$ cat config.mk
export PLATFORM = sky130hd
export DESIGN_NAME = iccm_boot_loader_flat
export DESIGN_NICKNAME = d
export VERILOG_FILES = /design/src/rtl/iccm_boot_loader_if.sv /design/src/rtl/iccm_boot_loader.sv /design/src/flat_wrapper.sv
export SDC_FILE = /design/constraint.sdc
export NUM_CORES = 1
export LEC_CHECK = 0
export ABC_AREA = 1
export CELL_PAD_IN_SITES_DETAIL_PLACEMENT = 0
export CELL_PAD_IN_SITES_GLOBAL_PLACEMENT = 1
export CORE_AREA = 2 2 118 109
export DETAILED_ROUTE_END_ITERATION = 10
export DIE_AREA = 0 0 120 111
export PLACE_DENSITY_LB_ADDON = 0.1
export SYNTH_ARGS = -nofsm -noshare
export SYNTH_HDL_FRONTEND = slang
export SYNTH_SLANG_ARGS = --single-unit
$ cat constraint.sdc
create_clock -name brq_clk -period 3.6 [get_ports brq_clk]
set_input_delay 0.54 -clock brq_clk [delete_from_list [all_inputs] [get_ports brq_clk]]
set_output_delay 0.54 -clock brq_clk [all_outputs]
set_load 0.02 [all_outputs]
$ cat src/rtl/iccm_boot_loader_if.sv
// Byte-stream and ICCM-write bundle for the ICCM boot loader.
// The loader side uses the master modport; the UART/ICCM side uses the slave modport.
interface iccm_boot_loader_if #(
  parameter int unsigned DataWidth = 32,
  parameter int unsigned AddrWidth = 15
);
  logic                 i_rx_valid;
  logic [7:0]           i_rx_byte;
  logic                 o_rx_ready;
  logic [AddrWidth-1:0] o_iccm_addr;
  logic                 o_iccm_write;
  logic [DataWidth-1:0] o_iccm_wdata;
  logic                 o_load_busy;
  logic                 o_load_done;
  logic                 o_overflow;

  modport master (
    input  i_rx_valid, i_rx_byte,
    output o_rx_ready, o_iccm_addr, o_iccm_write, o_iccm_wdata,
    output o_load_busy, o_load_done, o_overflow
  );

  modport slave (
    output i_rx_valid, i_rx_byte,
    input  o_rx_ready, o_iccm_addr, o_iccm_write, o_iccm_wdata,
    input  o_load_busy, o_load_done, o_overflow
  );
endinterface

$ cat src/rtl/iccm_boot_loader.sv
// ICCM boot loader: assembles little-endian words from UART bytes, writes them to
// consecutive ICCM word addresses from 0, and holds the core until EndWord arrives
// or memory fills.
// Optional running checksum of written words: define ICCM_LOADER_CHECKSUM_EN.
module iccm_boot_loader #(
  parameter int unsigned          DataWidth = 32,
  parameter int unsigned          AddrWidth = 15,
  parameter logic [DataWidth-1:0] EndWord   = 32'h0000_0FFF
) (
  input logic                brq_clk,
  input logic                brq_rst,
  iccm_boot_loader_if.master bus
`ifdef ICCM_LOADER_CHECKSUM_EN
  ,
  output logic [DataWidth-1:0] o_checksum
`endif
);

  typedef enum logic [1:0] {StCollect, StWrite, StDone} state_e;

  localparam logic [AddrWidth-1:0] LastAddr = '1;

  state_e               state_q, state_d;
  logic [1:0]           cnt_q, cnt_d;
  logic [DataWidth-1:0] asm_q, asm_d;
  logic [AddrWidth-1:0] addr_q, addr_d;           // next address to write
  logic [AddrWidth-1:0] iccm_addr_q, iccm_addr_d; // address shown on the port
  logic [DataWidth-1:0] wdata_q, wdata_d;
  logic                 ovf_q, ovf_d;

  // Next-state logic: byte assembly, marker detection, address advance.
  always_comb begin
    state_d     = state_q;
    cnt_d       = cnt_q;
    asm_d       = asm_q;
    addr_d      = addr_q;
    iccm_addr_d = iccm_addr_q;
    wdata_d     = wdata_q;
    ovf_d       = ovf_q;
    unique case (state_q)
      StCollect: begin
        if (bus.i_rx_valid) begin
          asm_d[{cnt_q, 3'b000} +: 8] = bus.i_rx_byte;
          cnt_d = cnt_q + 2'd1;
          if (cnt_q == 2'd3) begin
            if (asm_d == EndWord) begin
              state_d = StDone;
            end else begin
              wdata_d     = asm_d;
              iccm_addr_d = addr_q;
              state_d     = StWrite;
            end
          end
        end
      end
      StWrite: begin
        // Bytes arriving here are dropped; the address never wraps.
        if (addr_q == LastAddr) begin
          ovf_d   = 1'b1;
          state_d = StDone;
        end else begin
          addr_d  = addr_q + AddrWidth'(1);
          cnt_d   = 2'd0;
          state_d = StCollect;
        end
      end
      StDone: begin
        state_d = StDone;
      end
      default: begin
        state_d = StCollect;
      end
    endcase
  end

  // State registers, cleared asynchronously.
  always_ff @(posedge brq_clk or posedge brq_rst) begin
    if (brq_rst) begin
      state_q     <= StCollect;
      cnt_q       <= 2'd0;
      asm_q       <= '0;
      addr_q      <= '0;
      iccm_addr_q <= '0;
      wdata_q     <= '0;
      ovf_q       <= 1'b0;
    end else begin
      state_q     <= state_d;
      cnt_q       <= cnt_d;
      asm_q       <= asm_d;
      addr_q      <= addr_d;
      iccm_addr_q <= iccm_addr_d;
      wdata_q     <= wdata_d;
      ovf_q       <= ovf_d;
    end
  end

  assign bus.o_rx_ready   = (state_q == StCollect);
  assign bus.o_iccm_write = (state_q == StWrite);
  assign bus.o_iccm_addr  = iccm_addr_q;
  assign bus.o_iccm_wdata = wdata_q;
  assign bus.o_load_busy  = (state_q != StDone);
  assign bus.o_load_done  = (state_q == StDone);
  assign bus.o_overflow   = ovf_q;

`ifdef ICCM_LOADER_CHECKSUM_EN
  logic [DataWidth-1:0] checksum_q, checksum_d;

  // Accumulate each word as it is written; frozen once loading ends.
  always_comb begin
    checksum_d = checksum_q;
    if (state_q == StWrite) begin
      checksum_d = checksum_q + wdata_q;
    end
  end

  // Checksum register.
  always_ff @(posedge brq_clk or posedge brq_rst) begin
    if (brq_rst) begin
      checksum_q <= '0;
    end else begin
      checksum_q <= checksum_d;
    end
  end

  assign o_checksum = checksum_q;
`endif

endmodule

$ cat src/flat_wrapper.sv
// flat-port wrapper written by rule: the top's interface ports become plain ports
module iccm_boot_loader_flat 
#(
  parameter int unsigned          DataWidth = 32,
  parameter int unsigned          AddrWidth = 15,
  parameter logic [DataWidth-1:0] EndWord   = 32'h0000_0FFF
)
  (brq_clk, brq_rst, bus_i_rx_valid, bus_i_rx_byte, bus_o_rx_ready, bus_o_iccm_addr, bus_o_iccm_write, bus_o_iccm_wdata, bus_o_load_busy, bus_o_load_done, bus_o_overflow);
  iccm_boot_loader_if #(.DataWidth(DataWidth), .AddrWidth(AddrWidth)) bus_i ();
  input logic brq_clk;
  input logic brq_rst;
  input wire logic [$bits(bus_i.i_rx_valid)-1:0] bus_i_rx_valid;
  input wire logic [$bits(bus_i.i_rx_byte)-1:0] bus_i_rx_byte;
  output wire logic [$bits(bus_i.o_rx_ready)-1:0] bus_o_rx_ready;
  output wire logic [$bits(bus_i.o_iccm_addr)-1:0] bus_o_iccm_addr;
  output wire logic [$bits(bus_i.o_iccm_write)-1:0] bus_o_iccm_write;
  output wire logic [$bits(bus_i.o_iccm_wdata)-1:0] bus_o_iccm_wdata;
  output wire logic [$bits(bus_i.o_load_busy)-1:0] bus_o_load_busy;
  output wire logic [$bits(bus_i.o_load_done)-1:0] bus_o_load_done;
  output wire logic [$bits(bus_i.o_overflow)-1:0] bus_o_overflow;
  assign bus_i.i_rx_valid = bus_i_rx_valid;
  assign bus_i.i_rx_byte = bus_i_rx_byte;
  assign bus_o_rx_ready = bus_i.o_rx_ready;
  assign bus_o_iccm_addr = bus_i.o_iccm_addr;
  assign bus_o_iccm_write = bus_i.o_iccm_write;
  assign bus_o_iccm_wdata = bus_i.o_iccm_wdata;
  assign bus_o_load_busy = bus_i.o_load_busy;
  assign bus_o_load_done = bus_i.o_load_done;
  assign bus_o_overflow = bus_i.o_overflow;
  iccm_boot_loader #(.DataWidth(DataWidth), .AddrWidth(AddrWidth), .EndWord(EndWord)) u_core (.brq_clk(brq_clk), .brq_rst(brq_rst), .bus(bus_i));
endmodule
==> reports/qor.yml, run 1 <==
leakage_nw: 3.065
insertion_delay_ns: 0.35
final_nets: 692
status: "finished, final reports clean"
hpwlAfterDp_um: 8962
final_cells: 843
wl_um: 12420
report.final.hold_viol_count: 0
synthMuxAreaShare: 0
worstMarginPinSlew_ns: 0.8741
netlist_top_cells_area: "dfrtp_1 51%, nand2_1 16%, nand4_1 6.4%"
synth-seq-cells: 99
antenna_found_initial: 0
async_flop_share: 1.000
synth_most_common_cell: "nand2_1"
synth_commonest_cells: "206 x nand2_1, 99 x dfrtp_1, 73 x inv_1"
diodes: 0
final-setup-viol-count: 0
ir_drop_uv: 241.2
ys_dominant_reg_cell: "dfrtp_1"
first_pass_iters: 4
clockBufferDepth: 2
tns_ns: 0
clk_pin_slew_ns: 0.07
viasPerCell: 4.841
fillCellCount: 1253
grt.total_usage: 0.2002
htreeDepth: 3
synth_top_family_by_area: "simple AND/OR/NAND/NOR gates"
core_um2: 12250
synth_xor_area_frac: 0.02159
worstSetupPathType: "reg2reg"
start_util: 0.3974
syn_nets: 642
maxCapViolations: 0
drc: 0
io_pins: 63
grt_pass1_vias: 4011
grt-ovfl-total: 0
cts_buffers: 9
power_density_nw_per_um2: 356.2
maxSlewHeadroom: 0.4166
rows: 39
yosys.area_share.simple: 0.3105
drive_gt1_frac: 0.05302
grt_max_degree: 49
dr.first_iter.drc_count: 374
cp-start-kind: "register"
wire_per_inst_um: 14.73
synth_top_area_cell: "dfrtp_1"
cp-end-kind: "register"
grt_pass1_wl_um: 21020
rsz0062_at_grt: "false"
synth_edf_count: 0
post-synth-top-area-fraction: 0.5090
report.final.slew_viol_count: 0
cts_tree: "yes"
syn_area_um2: 4867
io_buffers: 62
syn_to_final_growth_pct: 21.67
root_buffer: "clkbuf_16"
die_h_um: 111
min_path_type: "reg2reg"
worst_ep_required_time_ns: 3.89
fin_crit_ns: 3.173
die-area_um2: 13320
clock_skew_ns: 0.007152
synth_compound_area_frac: 0.05090
dp_cells: 827
vias: 4081
arrival_ns: 3.46
synth_adder_area_share: 0.01799
postCtsSetupBuffers: 0
fin_crit_sh: 0.8815
fp.dieW_um: 120
synth.distinct_cells: 27
crit_path_max_fanout: 28
multiInputGateArea_um2: 1962
cts.sinks: 99
seqCellArea_um2: 2477
ys_warn_count: 0
synth_cells: 624
drtAntennaViolNets: 0
postSynthAreaPerCell_um2: 7.800
gp_congestion: 0.7950
ys_seq_area_frac: 0.5090
fmax_ghz: 0.3151
holdBufCountCts: 0
==> flip-flops by register name, summed over array words and instances (netlist names) <==
register	flops
u_core.asm_q	32
u_core.cnt_q	2
u_core.addr_q	15
u_core.bus.o_overflow	1
u_core.state_q	2
u_core.bus.o_iccm_wdata	32
u_core.bus.o_iccm_addr	15
==> cells by family after synthesis <==
group,after synthesis
AO/OA/AOI/OAI,49
XOR/XNOR,12
buffers and inverters,107
flip-flops,99
adder cells (fa/ha/maj),7
AND/OR/NAND/NOR,350
==> worst max-delay path, cell delays in order (launching register included) <==
cell	delay, ns
dfrtp_1	0.63
inv_1	0.20
ha_2	0.45
nor2_2	0.09
nand2_1	0.12
nor2_1	0.05
nor2_1	0.25
nand2_1	0.09
nor2_1	0.11
nand2_1	0.07
nor2_1	0.20
nand2_2	0.22
nand3_2	0.13
buf_4	0.33
nand2_1	0.09
nand2_1	0.08
==> layout by cell type, fill, tap and decap left out <==
| master | netlist | layout |
|---|---|---|
| a21oi_1 | 2 | 2 |
| buf_12 | 0 | 1 |
| buf_4 | 2 | 9 |
| clkbuf_16 | 0 | 9 |
| clkbuf_8 | 0 | 3 |
| clkdlybuf4s50_1 | 0 | 62 |
| clkinv_2 | 0 | 4 |
| clkinv_4 | 0 | 1 |
| dfrtp_1 | 99 | 99 |
| ha_1 | 7 | 6 |
| ha_2 | 0 | 1 |
| inv_1 | 73 | 72 |
| inv_2 | 1 | 1 |
| nand2_1 | 206 | 206 |
| nand2_2 | 1 | 1 |
| nand3_1 | 32 | 32 |
| nand3_2 | 2 | 2 |
| nand4_1 | 50 | 50 |
| nor2_1 | 53 | 52 |
| nor2_2 | 1 | 1 |
| nor2_4 | 1 | 2 |
| nor3_1 | 2 | 2 |
| nor4_1 | 1 | 1 |
| o21ai_0 | 43 | 43 |
| o21ai_1 | 2 | 2 |
| o22ai_1 | 2 | 2 |
| or2_2 | 1 | 1 |
| xnor2_1 | 6 | 6 |
| xor2_1 | 6 | 6 |
==> power by group <==
part	switching, mW	internal (mW)
combinational	0.0361	0.0165
clock	0.421	0.523
sequential	0	1.11
total	0.457	1.65
==> metrics by stage <==
step	instance area [um^2]	setup WS [ns]	power (mW)	hold slack (ns)	utilization
2_1_floorplan	4867	0.4696	1.158	0.4494	-
3_3_place_gp	5629	0.3727	1.187	0.4534	0.4596
3_5_place_dp	5629	0.2809	1.188	0.4593	0.4596
4_1_cts	5919	0.2632	2.140	0.4745	0.4833
5_1_grt	5922	0.1186	2.191	0.4898	0.4835
6_report	5922	0.4265	2.109	0.4686	0.4835
==> layout make-up <==
class | count | share of cell area
clock buffer | 12 | 0.04500
clock inverter | 4 | 0.004014
inverter | 74 | 0.04712
multi-input combinational | 418 | 0.3313
sequential | 99 | 0.4183
tap | 164 | 0.03465
timing repair buffer | 72 | 0.1196
==> timing repair <==
item,in CTS,in global routing
hold endpoints to repair,0,0
endpoints found under the setup margin,0,28
resized for setup,0,1
==> path summary, 6_finish.rpt <==
check / cells after the start / end / start / slack, ns
worst max-delay path: 15 / u_core.bus.o_iccm_addr[4] / u_core.cnt_q[0] / 0.43
worst min register to register: 2 / u_core.bus.o_iccm_wdata[7] / u_core.bus.o_iccm_wdata[7] / 0.47
min in group asynchronous: 2 / u_core.bus.o_iccm_addr[12] / brq_rst / 0.68
worst min-delay path: 2 / u_core.bus.o_iccm_wdata[7] / u_core.bus.o_iccm_wdata[7] / 0.47
worst max register to register: 15 / u_core.bus.o_iccm_addr[4] / u_core.cnt_q[0] / 0.43
max in group asynchronous: 3 / u_core.state_q[0] / brq_rst / 2.16
==> metal layers <==
layer	up-vias	GRT usage	share of wire
li1	2085	-	-
met1	1910	0.2895	0.50
met2	79	0.3019	0.45
met3	7	0.05247	0.040
met4	0	0.04471	0.0084
met5	-	0	0
Power figures use the tool's default switching activity.
==> run 2, diff against run 1 <==
==> constraint.sdc (replaced) <==
create_clock -name brq_clk -period 3.5 [get_ports brq_clk]
set_input_delay 0.525 -clock brq_clk [delete_from_list [all_inputs] [get_ports brq_clk]]
set_output_delay 0.525 -clock brq_clk [all_outputs]
set_load 0.02 [all_outputs]
==> reports/qor.yml, run 2 (synthesized netlist as in run 1, its figures left out) <==
status: "finished, final reports clean"
crit_path_max_fanout: 28
cp-end-kind: "register"
grt_max_degree: 72
drive_gt1_frac: 0.05162
seqCellArea_um2: 2477
ir_drop_uv: 220.3
first_pass_iters: 5
io_buffers: 62
maxSlewHeadroom: 0.5963
grt_pass1_vias: 3998
clockBufferDepth: 2
maxCapViolations: 0
final_nets: 691
worstSetupPathType: "reg2reg"
die_h_um: 111
start_util: 0.3974
diodes: 0
final_area_um2: 5948
vias: 4104
fin_crit_sh: 0.8139
cts_tree: "yes"
antenna_found_initial: 0
root_buffer: "clkbuf_16"
drtAntennaViolNets: 0
postCtsSetupBuffers: 0
fillCellCount: 1222
report.final.hold_viol_count: 0
io_pins: 63
core_um2: 12250
leakage_nw: 3.074
cts_buffers: 9
arrival_ns: 3.14
htreeDepth: 3
fp.dieW_um: 120
holdBufCountCts: 0
grt-ovfl-total: 0
fin_crit_ns: 2.849
power_density_nw_per_um2: 379.3
syn_to_final_growth_pct: 22.21
wire_per_inst_um: 14.62
clock_skew_ns: 0.006651
final_common_cell: "nand2_1"
wl_um: 12310
rows: 39
rsz0062_at_grt: "false"
grt_pass1_wl_um: 21180
worst_ep_required_time_ns: 3.79
die-area_um2: 13320
finalPower_mw: 2.256
insertion_delay_ns: 0.35
fmax_ghz: 0.3511
report.final.slew_viol_count: 0
gp_congestion: 0.8187
drc: 0
grt.total_usage: 0.2038
postPlaceCellArea_um2: 5622
multiInputGateArea_um2: 1962
final-setup-viol-count: 0
viasPerCell: 4.874
cp-start-kind: "register"
ctsResizeCount: 0
final_cell_mix: "206 x nand2_1, 99 x dfrtp_1, 72 x inv_1, 62 x clkdlybuf4s50_1, 52 x nor2_1"
dr.first_iter.drc_count: 305
min_path_type: "reg2reg"
hpwlAfterDp_um: 8756
clk_pin_slew_ns: 0.07
cts.sinks: 99
fin_util: 0.4856
worstMarginPinSlew_ns: 0.6049
tns_ns: 0
-- run 2: metal layers --
layer,global-route usage,vias up,part of all wire
met5,0,-,0
met3,0.04475,21,0.049
li1,-,2072,-
met4,0.07922,0,0.026
met1,0.2929,1907,0.48
met2,0.2992,104,0.44
-- run 2: where the power goes --
part	switching (mW)	total [mW]	internal [mW]
registers	0	1.14	1.14
clock network	0.427	1.06	0.632
logic	0.0361	0.0524	0.0162
-- run 2: area by class of cell --
class | instances | area share
clock buffers | 13 | 0.04712
well taps | 164 | 0.03450
repair buffers | 71 | 0.1178
clock inverters | 3 | 0.007362
inverters | 74 | 0.04691
multi-input cells | 418 | 0.3298
flip-flops and latches | 99 | 0.4165
-- run 2: worst paths after layout --
kind                       slack, ns                        from                          end  cells after the start
setup / recovery                0.65             u_core.cnt_q[1]  u_core.bus.o_iccm_wdata[18]                     15
hold / removal                  0.47  u_core.bus.o_iccm_wdata[7]   u_core.bus.o_iccm_wdata[7]                      2
setup reg to reg                0.65             u_core.cnt_q[1]  u_core.bus.o_iccm_wdata[18]                     15
hold reg to reg                 0.47  u_core.bus.o_iccm_wdata[7]   u_core.bus.o_iccm_wdata[7]                      2
max in group asynchronous       2.22                     brq_rst             u_core.asm_q[21]                      3
min in group asynchronous       0.52                     brq_rst    u_core.bus.o_iccm_addr[8]                      2
-- run 2: metrics by stage --
step / instances / setup slack [ns] / hold slack [ns]
floorplan: 624 / 0.3846 / 0.4494
global placement: 826 / 0.5196 / 0.4538
detailed placement: 826 / 0.4200 / 0.4582
CTS: 842 / 0.4032 / 0.4743
global route: 842 / 0.2366 / 0.4849
finish: 842 / 0.6514 / 0.4676
-- run 2: worst max-delay path, cell delays in order (launching register included) --
cell,delay (ns)
dfrtp_1,0.42
inv_1,0.13
ha_2,0.39
nor2_2,0.14
nand2_1,0.12
nor2_1,0.05
nor2_1,0.24
nand2_1,0.08
nor2_1,0.10
nand2_1,0.07
nor2_1,0.20
nand2_2,0.22
nand3_2,0.14
buf_4,0.31
nand2_1,0.09
nand2_1,0.07
